**src/rtl/regfile_wb.sv**
```systemverilog
// Write-back unit: owns the register file write port, arbitrating between the
// MEM/WB result and an in-order FIFO of multiply/divide results.
module regfile_wb #(
    parameter int DEPTH = 2
) (
    input  logic        clk,
    input  logic        rst,
    input  logic        mem_regwrite,
    input  logic [4:0]  mem_reg,
    input  logic        mem_memtoreg,
    input  logic [31:0] mem_alu,
    input  logic [31:0] mem_rdata,
    input  logic        md_valid,
    output logic        md_ready,
    input  logic [4:0]  md_reg,
    input  logic [31:0] md_data,
    output logic        wb_stall,
    output logic [31:0] md_pend_mask,
    output logic        RegWrite,
    output logic [4:0]  Wreg,
    output logic [31:0] Wdata
);
    localparam int AW = $clog2(DEPTH);
    localparam int CW = AW + 1;

    logic [4:0]       fifo_reg  [DEPTH];
    logic [31:0]      fifo_data [DEPTH];
    logic [DEPTH-1:0] slot_vld;
    logic [AW-1:0]    rd_ptr;
    logic [AW-1:0]    wr_ptr;
    logic [CW-1:0]    count;

    logic mem_req;
    logic full;
    logic pop;
    logic push;
    logic store;

    assign mem_req  = mem_regwrite && (mem_reg != 5'd0);
    assign full     = (count == CW'(DEPTH));
    assign pop      = !mem_req && (count != '0);
    // A full FIFO still accepts a result in the cycle its head drains.
    assign md_ready = rst && (!full || pop);
    assign push     = md_valid && md_ready;
    assign store    = push && (md_reg != 5'd0);
    assign wb_stall = full;

    always_ff @(posedge clk) begin
        if (store) begin
            fifo_reg[wr_ptr]  <= md_reg;
            fifo_data[wr_ptr] <= md_data;
        end
    end

    always_ff @(posedge clk or negedge rst) begin
        if (!rst) begin
            rd_ptr   <= '0;
            wr_ptr   <= '0;
            count    <= '0;
            slot_vld <= '0;
        end else begin
            if (pop) begin
                rd_ptr           <= rd_ptr + AW'(1);
                slot_vld[rd_ptr] <= 1'b0;
            end
            // Set after clear so a slot recycled in the same cycle stays valid.
            if (store) begin
                wr_ptr           <= wr_ptr + AW'(1);
                slot_vld[wr_ptr] <= 1'b1;
            end
            count <= count + CW'(store) - CW'(pop);
        end
    end

    always_comb begin
        md_pend_mask = '0;
        for (int i = 0; i < DEPTH; i++) begin
            if (slot_vld[i]) begin
                md_pend_mask[fifo_reg[i]] = 1'b1;
            end
        end
    end

    always_ff @(posedge clk or negedge rst) begin
        if (!rst) begin
            RegWrite <= 1'b0;
            Wreg     <= '0;
            Wdata    <= '0;
        end else if (mem_req) begin
            RegWrite <= 1'b1;
            Wreg     <= mem_reg;
            Wdata    <= mem_memtoreg ? mem_rdata : mem_alu;
        end else if (pop) begin
            RegWrite <= 1'b1;
            Wreg     <= fifo_reg[rd_ptr];
            Wdata    <= fifo_data[rd_ptr];
        end else begin
            RegWrite <= 1'b0;
        end
    end
endmodule

```
**config.mk**
```make
export PLATFORM = sky130hd
export DESIGN_NAME = regfile_wb
export DESIGN_NICKNAME = d
export VERILOG_FILES = /design/src/rtl/regfile_wb.sv
export SDC_FILE = /design/constraint.sdc
export NUM_CORES = 1
export LEC_CHECK = 0
export CAP_MARGIN = 30
export CORE_MARGIN = 2
export CORE_UTILIZATION = 25
export DETAILED_ROUTE_END_ITERATION = 8
export PLACE_DENSITY_LB_ADDON = 0.25
export SLEW_MARGIN = 15
export SYNTH_ARGS = -nofsm -noshare
export SYNTH_HDL_FRONTEND = slang
export SYNTH_SLANG_ARGS = --single-unit
```
**constraint.sdc**
```tcl
create_clock -name clk -period 2.97 [get_ports clk]
set_clock_uncertainty 0.2 [all_clocks]
set_input_delay 0.594 -clock clk [delete_from_list [all_inputs] [get_ports clk]]
set_output_delay 0.594 -clock clk [all_outputs]
set_load 0.01 [all_outputs]
```
# == After elaboration in Yosys (flattened, before gate mapping) ==
# Memory sizes are Yosys's and may differ from the RTL's.
# Cells that the tools add are included.
# op_classes
n_addsub,4
mul,0
n_div,0
magnitude_cmp,8
eq_ne,1
shifts,0
n_mux,21
bitwise_logic,4
reduce_logical,16
# ops
operator,n
2-to-1 mux 32 bit,5
bitwise OR 32 bit,1
"< comparator 5 x 6 -> 1 bit, second input constant",2
demux 1 bit (select 5 bit),2
">= comparator 5 x 1 -> 1 bit, second input constant",2
2-to-1 mux 5 bit,2
nonzero test 5 bit,2
logical AND 1 bit,9
2-to-1 mux 1 bit,8
"< comparator 1 x 2 -> 1 bit, second input constant",2
2-to-1 mux 2 bit,2
nonzero test 2 bit,2
"adder 1 bit, second input constant",2
adder 2 x 1 -> 2 bit,1
bitwise AND 2 bit,1
demux 1 bit (select 1 bit),2
"== test 2 bit, second input constant",1
">= comparator 1 bit, second input constant",2
logical NOT 1 bit,2
NOT 2 bit,1
bitwise OR 2 bit,1
subtractor 2 x 1 -> 2 bit,1
logical OR 1 bit,1
# word_totals
register_bits,44
latchBits,0
mem_bits_rw,74
rom_bits,0
output_inout_bits,72
elab_cells,63
mem_count,2
# memory_table
name,depth,word_bits,rd,rd_clocked_by_memory_dff,write_ports,line,text
fifo_data,2,32,1,0,1,27,logic [31:0] fifo_data [DEPTH];
fifo_reg,2,5,3,0,1,26,logic [4:0] fifo_reg [DEPTH];

# == Depth between registers and ports, before layout ==
# Gate-level depths: netlist of the first run.
# depth
word_depth,10
mapped_depth,10
ltp_nobuf,9

# == Least setup slack after synthesis of the first run ==
# No wires, ideal clock.
# synth_path
path_type,input port to flip-flop
from,input mem_reg[0]
to,memory fifo_data[1][0] (enable)
setup_ns,0.398
t_arrival_ns,2.575
t_required_ns,2.372
setup_slack_ns,-0.202
stages,4
path_buffers,0
cell_sequence,or3_1 -> o31a_1 -> a21oi_1 -> and2_1
# synth_via
elab_chain_len,10
# synth_lines
element,line,text
start: declaration,9,"input logic [4:0] mem_reg,"
nonzero test 5 bit,39,assign mem_req = mem_regwrite && (mem_reg != 5'd0);
logical AND 1 bit,39,
logical NOT 1 bit,41,assign pop = !mem_req && (count != '0);
logical AND 1 bit,41,
logical OR 1 bit,43,assign md_ready = rst && (!full || pop);
logical AND 1 bit,43,
logical AND 1 bit,44,assign push = md_valid && md_ready;
logical AND 1 bit,45,assign store = push && (md_reg != 5'd0);
2-to-1 mux 1 bit,49,if (store) begin
2-to-1 mux 1 bit (implied by the code),51,fifo_data[wr_ptr] <= md_data;
end: declaration,27,
# No other way between the ends.

==> results of run 1 <==
## cells by family (layout without fill, tap and decap cells)
family / count (synthesis) / after routing / synth area share (%)
AO/OA/AOI/OAI: 113 / 113 / 14.71
XOR/XNOR: 3 / 3 / 0.4867
adder cells (fa/ha/maj): 2 / 2 / 0.4633
buffers and inverters: 39 / 254 / 3.545
flip-flops: 118 / 118 / 61.54
multiplexers: 35 / 35 / 7.206
AND/OR/NAND/NOR: 113 / 113 / 12.05
## cells in the mapped netlist
cell type	n	area, sq um
edfxtp_1	74	2222
dfrtp_1	44	1101
nand3b_1	44	330.3
nand2_1	41	153.9
a21oi_1	38	190.2
a221o_1	34	340.3
o22ai_1	32	200.2
mux2_2	31	349.1
clkbuf_1	22	82.58
nor2_1	8	30.03
buf_2	6	30.03
buf_6	5	56.30
or3_1	5	31.28
inv_1	4	15.01
mux2i_1	4	40.04
nand3_1	4	20.02
or3b_2	4	35.03
o21ai_0	3	15.01
xnor2_1	3	26.28
and2_1	2	12.51
buf_1	2	7.510
ha_1	2	25.02
a211oi_1	1	7.510
a21boi_0	1	7.510
a22o_1	1	8.760
nand2b_1	1	6.260
nor2_4	1	11.26
nor2b_1	1	6.260
o211ai_1	1	7.510
o2bb2ai_1	1	8.760
o31a_1	1	8.760
or2_2	1	6.260
or4_1	1	7.510
## worst paths after layout
check                                       from  slack (ns)  depth (start not counted)          endpoint
worst max-delay path              fifo_reg[0][0]        0.08                          3  md_pend_mask[22]
worst min-delay path                         rst        0.08                          2       slot_vld[1]
worst max register to register          count[1]        0.73                          5          Wdata[1]
worst min register to register  fifo_data[1][17]        0.28                          1         Wdata[17]
max in group asynchronous                    rst        2.20                          2         Wdata[30]
min in group clk                fifo_data[1][17]        0.28                          1         Wdata[17]
## final cells by class
| class | instances | area share [%] |
|---|---|---|
| Sequential cell | 118 | 39.68 |
| Timing Repair Buffer | 218 | 26.25 |
| Multi-Input combinational cell | 266 | 22.80 |
| Clock buffer | 20 | 5.453 |
| Tap cell | 275 | 4.109 |
| Clock inverter | 12 | 1.524 |
| Inverter | 4 | 0.1793 |
## cells in the final DEF, fill, tap and decap left out, types with 3 or more instances in the layout
cell,instances
clkdlybuf4s50_1,164
xnor2_1,3
o22ai_1,32
or3b_4,3
a21oi_1,38
clkbuf_16,17
edfxtp_1,74
dfrtp_1,44
nand3b_1,44
buf_12,7
o21ai_0,3
mux2i_1,4
nand2_1,41
buf_4,29
mux2_2,31
inv_1,4
a221o_1,34
nor2_1,7
dlymetal6s2s_1,14
clkinvlp_4,3
or3_1,4
nand3_1,4
clkinv_2,3
## where the power goes
part | switching, uW | internal (uW)
registers | 254 | 2120
clock network | 708 | 1270
logic | 1000 | 1090
## per-layer routing
metal  GRT usage (%)  vias to the layer above  routed length, microns  share of wire [%]
met5               0                        -                       0                  0
met3           4.187                       15                    1163                7.2
met4           3.832                        0                     174                1.1
li1                -                     2046                       -                  -
met2           24.02                      176                    7811                 49
met1           17.87                     2146                    6907                 43
## per-stage QoR
stage | total power (uW) | area [sq um] | util, % | instances | hold WS [ns]
2_1_floorplan | 3412 | 5403 | - | 423 | 0.09841
3_3_place_gp | 4428 | 7609 | 36.08 | 864 | 0.2578
3_5_place_dp | 4473 | 7609 | 36.08 | 864 | 0.2650
4_1_cts | 6529 | 8308 | 39.40 | 909 | 0.07679
5_1_grt | 6824 | 8374 | 39.71 | 913 | 0.09071
6_report | 6454 | 8374 | 39.71 | 913 | 0.07908
## critical path: stages (launching register included)
cell             delay [ns]
edfxtp_1               0.45
nand3b_1               0.39
o22ai_1                0.29
clkdlybuf4s50_1        0.57
## timing repair
item	in CTS	in global routing
setup endpoints to repair	18	24
hold endpoints to repair	0	0
pin swaps	0	0
resized for setup	4	19
setup buffers	13	4
==> impl_results.md, run 1 <==
- Outcome: completed
- Max-slew violations: 0
- Area of the multi-input gates: ~1900 sq um
- Min-Delay Path Class: in2async
- Initial core utilization: about a quarter
- Register area: about 3300 sq um
- Peak VDD IR: approximately 0.34 mV
- Wirelength per Cell: roughly 18 microns
- Setup Crit Path Kind: reg2out
- LEAKAGE: 0.003217 uW
- Initial antenna violation count: 0
- Worst Path Arrival: between 2 and 2.5 ns
- Rel. slew slack: between 40 and 50%
- Grt ovf: 0
- DRC Markers: 0
- Starting DRT DRC Count: 202
- TritonCTS clock tree: yes
- Worst-Margin Slew: between 0.7 and 0.8 ns
- Chip width: ~150 microns
- P per Cell Area: approximately 770 nW/um^2
- Crit path capture type: output pin
- GPL Wtd Cong: around 0.74
- TritonCTS Buffers: 17
- Routed vias: around 4400
- Max Cap Viol: 0
- Final ANT Viol Nets: 0
- Seq cells post-synth: roughly 120
- Clock transition at path regs: about 0.05 ns
- Clk_lat worst skew: about 0.4 ns
- Fmax: roughly 350 MHz
- Tot GR Track Use: between 10% and 20%
- Syn. warnings: 0
- Final worst setup slack: roughly 0.085 ns
- DIE AREA: ~23000 sq um
- Place WS: -0.2536 ns
- H-tree depth: 4
- Die height: around 150 microns
- CTS root buf: clkbuf_16
- WL final: around 16 mm
- FP Rows: 53
- Fillers: between 2000 and 2500
- Clock sinks: 118
- Largest net degree at the start of global routing: 47
- Worst Path Max Fanout: 8
- Area grow syn2layout: 55.07%
- Detailed Place HPWL: between 10 and 15 mm
- Final min period: approximately 2.9 ns
- Synthesized Nets: 536
- Hold Buf Count CTS: 0
- Layout cells sized above 1: 17.40%
- Post-Syn Area: about 5400 sq um
- Sequential share of the synthesized area: roughly three fifths
- N_diodes: 0
- Vias in the first global route: between 4000 and 5000
- Synth Area per Inst: around 13 sq um
- Clock tree buffer depth: 2
- First-pass GRT wire length: 24.56 mm
- Setup Viol. Count Final: 0
- Port Buf Inserts: 182
- Req. time, crit path: around 2.2 ns
- Core ar.: between 20000 and 25000 sq um
- Crit path launch type: register
- Drt pass-1 iters: 4
- Cells after synthesis: roughly 420
- Yosys cell types: 33
- Setup TNS: 0 ns
- Fin nets: 738
- Final Cycle Share: between 90% and 100%
- Vias per cell: a little under 5
- Top Ports: 183
- Hold Vio Cnt, Final: 0
- Max reg flops: 64
No activity file was read; power rests on OpenSTA's default activity.
==> inputs of run 2 (changes only) <==
--- a/config.mk
+++ b/config.mk
@@ -10,6 +10,7 @@
 export CORE_UTILIZATION = 25
 export DETAILED_ROUTE_END_ITERATION = 8
 export PLACE_DENSITY_LB_ADDON = 0.25
+export SKIP_LAST_GASP = 1
 export SLEW_MARGIN = 15
 export SYNTH_ARGS = -nofsm -noshare
 export SYNTH_HDL_FRONTEND = slang
==> impl_results.md, run 2 (synthesis gave the netlist of run 1 again) <==
- Outcome: completed
- Initial core utilization: 25.61% (unchanged)
- Most common cell after layout, fill and taps aside: clkdlybuf4s50_1
- Vias per cell: 4.815 (+0.29%)
- Unrepaired setup endpoints after global routing: true
- Starting DRT DRC Count: 196 (-3.0%)
- Vias in the first global route: 4606 (unchanged)
- Chip width: 151.0 microns (unchanged)
- CTS root buf: clkbuf_16
- Routed vias: 4391 (+0.18%)
- Overall power: 6455 uW (about the same)
- LEAKAGE: 0.003194 uW (-0.70%)
- WL final: 16.08 mm (+0.13%)
- Worst-case reg-to-reg path depth: 5 (unchanged)
- Setup TNS: 0 ns (unchanged)
- Clock tree buffer depth: 2 (unchanged)
- Area post-placement: 7609 sq um (unchanged)
- Wirelength per Cell: 17.63 microns (+0.24%)
- TritonCTS Buffers: 17 (unchanged)
- Peak VDD IR: 0.3388 mV (+0.97%)
- Hold Buf Count CTS: 0 (unchanged)
- N_diodes: 0 (unchanged)
- Crit-path cells: or3b_4 -> o22ai_1 -> clkdlybuf4s50_1
- Final Cycle Share: 99.59% (+2.4 points)
- Core ar.: 21090 sq um (unchanged)
- Clock sinks: 118 (unchanged)
- Worst Path Arrival: 2.16 ns (+0.07 ns)
- Port Buf Inserts: 182 (unchanged)
- Clk_lat worst skew: 0.41 ns (about the same)
- Fmax: 338.1 MHz (-2.5%)
- Largest net degree at the start of global routing: 47 (unchanged)
- Worst Path Max Fanout: 8 (unchanged)
- Min-Delay Path Class: in2async
- Top Ports: 183 (unchanged)
- Fin nets: 737 (-0.14%)
- Hold Vio Cnt, Final: 0 (unchanged)
- Detailed Place HPWL: 11.18 mm (unchanged)
- Final min period: 2.958 ns (+0.07260 ns)
- Setup slack, reg-to-reg: 0.74 ns (about the same)
- Hold WS: 0.07406 ns (-0.005012 ns)
- Area grow syn2layout: 54.89%
- DRC Markers: 0 (unchanged)
- Commonest cells after routing, fill and taps aside: clkdlybuf4s50_1 (165), edfxtp_1 (74), dfrtp_1 (44), nand3b_1 (44), nand2_1 (41)
- Initial antenna violation count: 0 (unchanged)
- Slowest cell on crit path: clkdlybuf4s50_1
- Setup Crit Path Kind: reg2out
- DIE AREA: 22790 sq um (unchanged)
- Crit path launch type: register
- P per Cell Area: 771.8 nW/um^2 (+0.14%)
- GPL Wtd Cong: 0.7373 (unchanged)
- Clock transition at path regs: 0.05 ns (about the same)
- Req. time, crit path: 2.18 ns (about the same)
- Worst-Margin Slew: 0.7765 ns (-0.01803 ns)
- Tot GR Track Use: 14.25% (unchanged)
- Fin util: 39.66% (-0.047 points)
- Largest stage delay, worst path: 0.60 ns (+0.03 ns)
- Crit path capture type: output pin
- Layout cells sized above 1: 17.27% (-0.13 points)
- FP Rows: 53 (unchanged)
- Die height: 151.0 microns (unchanged)
- Max reg flops: 64 (unchanged)
- Final ANT Viol Nets: 0 (unchanged)
- Setup Viol. Count Final: 0 (unchanged)
- Grt ovf: 0 (unchanged)
- Drt pass-1 iters: 4 (unchanged)
- Final instance area: 8364 sq um (-0.12%)
- TritonCTS clock tree: yes
- H-tree depth: 4 (unchanged)
- Max Cap Viol: 0 (unchanged)
- Max-slew violations: 0 (unchanged)
- Rel. slew slack: 48.23% (+1.2 points)
- First-pass GRT wire length: 24.56 mm (unchanged)
run 2: area by class of cell:
| class | instances | area, sq um |
|---|---|---|
| flip-flops and latches | 118 | 3323 |
| inverters | 4 | 15.01 |
| repair buffers | 217 | 2188 |
| multi-input cells | 266 | 1909 |
| well taps | 275 | 344.1 |
| clock buffers | 20 | 456.7 |
| fillers | 2012 | 12720 |
| clock inverters | 12 | 127.6 |
run 2: final timing paths:
kind / from / to
max: fifo_reg[0][1] / md_pend_mask[12]
min: rst / slot_vld[1]
max reg2reg: count[1] / Wdata[1]
min reg2reg: fifo_data[1][17] / Wdata[17]
max in group asynchronous: rst / Wdata[30]
min in group clk: fifo_data[1][17] / Wdata[17]
run 2: what timing repair did:
action / 4_1_cts / 5_1_grt
gates resized for setup: 3 / 19
setup endpoints to repair: 18 / 24
setup buffers: 13 / 3
run 2: metrics by stage:
step / cells / setup slack (ns)
floorplan: 423 / 0.1769
global placement: 864 / -0.2272
detailed placement: 864 / -0.2536
CTS: 909 / -0.05574
global route: 912 / -0.06225
finish: 912 / 0.01212
run 2: worst max-delay path: cells and delay by family (launching register included):
| kind | cells | cell delay, ns |
|---|---|---|
| flops | 1 | 0.45 |
| compound gates | 1 | 0.23 |
| simple gates | 1 | 0.48 |
| buf+inv | 1 | 0.60 |
run 2: power by group:
| group | internal (uW) | total, uW | switching [uW] |
|---|---|---|---|
| sequential | 2120 | 2370 | 256 |
| clock | 1270 | 1990 | 711 |
| combinational | 1090 | 2100 | 1000 |
run 2: metal layers:
metal / up-vias / wire length (microns) / part of all wire (%) / GRT usage, %
met2: 184 / 7714 / 48 / 24.02
met4: 0 / 174 / 1.1 / 3.832
met5: - / 0 / 0 / 0
met3: 12 / 1173 / 7.3 / 4.187
met1: 2152 / 7013 / 44 / 17.87
li1: 2043 / - / - / -
==> inputs of run 3 (changes only) <==
==> constraint.sdc (replaced) <==
create_clock -name clk -period 2.97 [get_ports clk]
set_clock_uncertainty 0.2 [all_clocks]
set_input_delay 0.594 -clock clk [delete_from_list [all_inputs] [get_ports clk]]
set_output_delay 0.594 -clock clk [all_outputs]
set_load 0.05 [all_outputs]
==> impl_results.md, run 3 (synthesis gave the netlist of run 1 again) <==
- Outcome: completed
- Final min period: 2.909 ns (-0.04858 ns)
- TritonCTS Buffers: 17 (unchanged)
- Setup TNS: 0 ns (unchanged)
- WL final: 15.87 mm (-1.3%)
- Detailed Place HPWL: 11.30 mm (+1.1%)
- Clock tree buffer depth: 2 (unchanged)
- Area of the multi-input gates: 1901 sq um (-0.46%)
- Area grow syn2layout: 50.02%
- Setup slack, reg-to-reg: 0.88 ns (+0.14 ns)
- Port Buf Inserts: 182 (unchanged)
- Grt ovf: 0 (unchanged)
- Drt pass-1 iters: 5 (+1)
- Final worst setup slack: 0.06070 ns (+0.04858 ns)
- Max reg flops: 64 (unchanged)
- Clk_lat worst skew: 0.41 ns (about the same)
- Max Cap Viol: 0 (unchanged)
- Worst Path Arrival: 2.12 ns (-0.04 ns)
- Wirelength per Cell: 17.65 microns (+0.12%)
- CTS root buf: clkbuf_16
- Rel. slew slack: 58.06% (+9.8 points)
- LEAKAGE: 0.002945 uW (-7.8%)
- Vias in the first global route: 4435 (-3.7%)
- Area post-placement: 7543 sq um (-0.86%)
- Fmax: 343.7 MHz (+1.7%)
- Req. time, crit path: 2.18 ns (about the same)
- Peak VDD IR: 0.4018 mV (+19%)
- Worst-Margin Slew: 0.6291 ns (-0.1474 ns)
- Clock transition at path regs: 0.05 ns (about the same)
- Unrepaired setup endpoints after global routing: false
- Non-Filler Instances: 899 (-1.4%)
- Max-slew violations: 0 (unchanged)
- Hold WS: 0.09637 ns (+0.02230 ns)
- Fin nets: 724 (-1.8%)
- First-pass GRT wire length: 23.79 mm (-3.1%)
- Worst-case reg-to-reg path depth: 7 (+2)
- Initial antenna violation count: 1 (+1)
- DRC Markers: 0 (unchanged)
- Commonest cells after routing, fill and taps aside: clkdlybuf4s50_1 (147), edfxtp_1 (74), dfrtp_1 (44), nand3b_1 (44), buf_4 (43)
- Layout cells sized above 1: 19.39% (+2.1 points)
- Vias per cell: 4.839 (+0.50%)
- Largest net degree at the start of global routing: 39 (-17%)
- DIE AREA: 22790 sq um (unchanged)
- Final instance area: 8102 sq um (-3.1%)
- Starting DRT DRC Count: 207 (+5.6%)
- Setup Crit Path Kind: reg2out
- Crit. Startpoint: fifo_reg[0][1]
- Register area: 3323 sq um (unchanged)
- Critical Path Sink: md_pend_mask[21]
- Min-Delay Path Class: in2async
- Most common cell after layout, fill and taps aside: clkdlybuf4s50_1
- Hold Vio Cnt, Final: 0 (unchanged)
- Die height: 151.0 microns (unchanged)
- Chip width: 151.0 microns (unchanged)
- Core ar.: 21090 sq um (unchanged)
- Setup Viol. Count Final: 0 (unchanged)
- Worst Path Max Fanout: 8 (unchanged)
- Final ANT Viol Nets: 0 (unchanged)
- Dpl cells: 867 (+0.35%)
- Fillers: 2029 (+0.84%)
- Post-cts sizing count: 9 (+6)
- Final Cycle Share: 97.96% (-1.6 points)
- Routed vias: 4350 (-0.93%)
- Reg2Reg Launch Point: count[1]
- N_diodes: 0 (unchanged)
- Post-CTS Setup Inserts: 0 (-13)
- GPL Wtd Cong: 0.7688 (+4.3%)
- TritonCTS clock tree: yes
- Place WS: -0.1213 ns (+0.1322 ns)
- Initial core utilization: 25.61% (unchanged)
- Crit path launch type: register
- Crit path capture type: output pin
- FP Rows: 53 (unchanged)
- Top Ports: 183 (unchanged)
- Tot GR Track Use: 13.98% (-0.27 points)
- Hold Buf Count CTS: 0 (unchanged)
- P per Cell Area: 870.8 nW/um^2 (+13%)
- Clock sinks: 118 (unchanged)
- Worst R2R End: count[1]
- H-tree depth: 4 (unchanged)
==> run 3: per-layer routing <==
metal  share of wire (%)  up-vias  track usage (%)
li1                    -     2018                -
met2                  49      182            24.11
met4                 1.1        0            4.112
met1                  42     2133            16.67
met5                   0        -                0
met3                 8.0       17            4.518
==> run 3: through the flow <==
stage                     utilization (%)  power (uW)
after floorplan                         -        4100
after global placement              35.77        5134
after detailed placement            35.77        5185
after CTS                           38.42        7163
after global routing                38.42        7401
final                               38.42        7055
==> run 3: worst min-delay path by stage <==
stage	from	endpoint	slack [ns]	depth (start not counted)
global placement	fifo_data[1][5]	Wdata[5]	0.26	1
CTS	rst	Wdata[12]	0.1	2
floorplan	rst	RegWrite	0.1	0
finish	rst	Wdata[17]	0.1	2
detailed placement	fifo_data[1][21]	Wdata[21]	0.27	1
global route	rst	Wdata[9]	0.11	2
==> run 3: cell type report <==
class                           instances  area share, %
Clock buffer                           17          5.251
Clock inverter                         15          1.714
Inverter                                4         0.1853
Multi-Input combinational cell        266          23.46
Sequential cell                       118          41.02
Tap cell                              275          4.247
Timing Repair Buffer                  204          24.12
==> run 3: where the power goes <==
group	internal [uW]	total, uW	switching (uW)
Clock	1220	1940	719
Combinational	1050	2740	1690
Sequential	2120	2380	264
Total	4390	7060	2670
==> run 3: critical path: stages, from the launching register on <==
cell,delay [ns]
edfxtp_1,0.44
nand3b_1,0.41
o22ai_1,0.28
dlygate4sd2_1,0.57
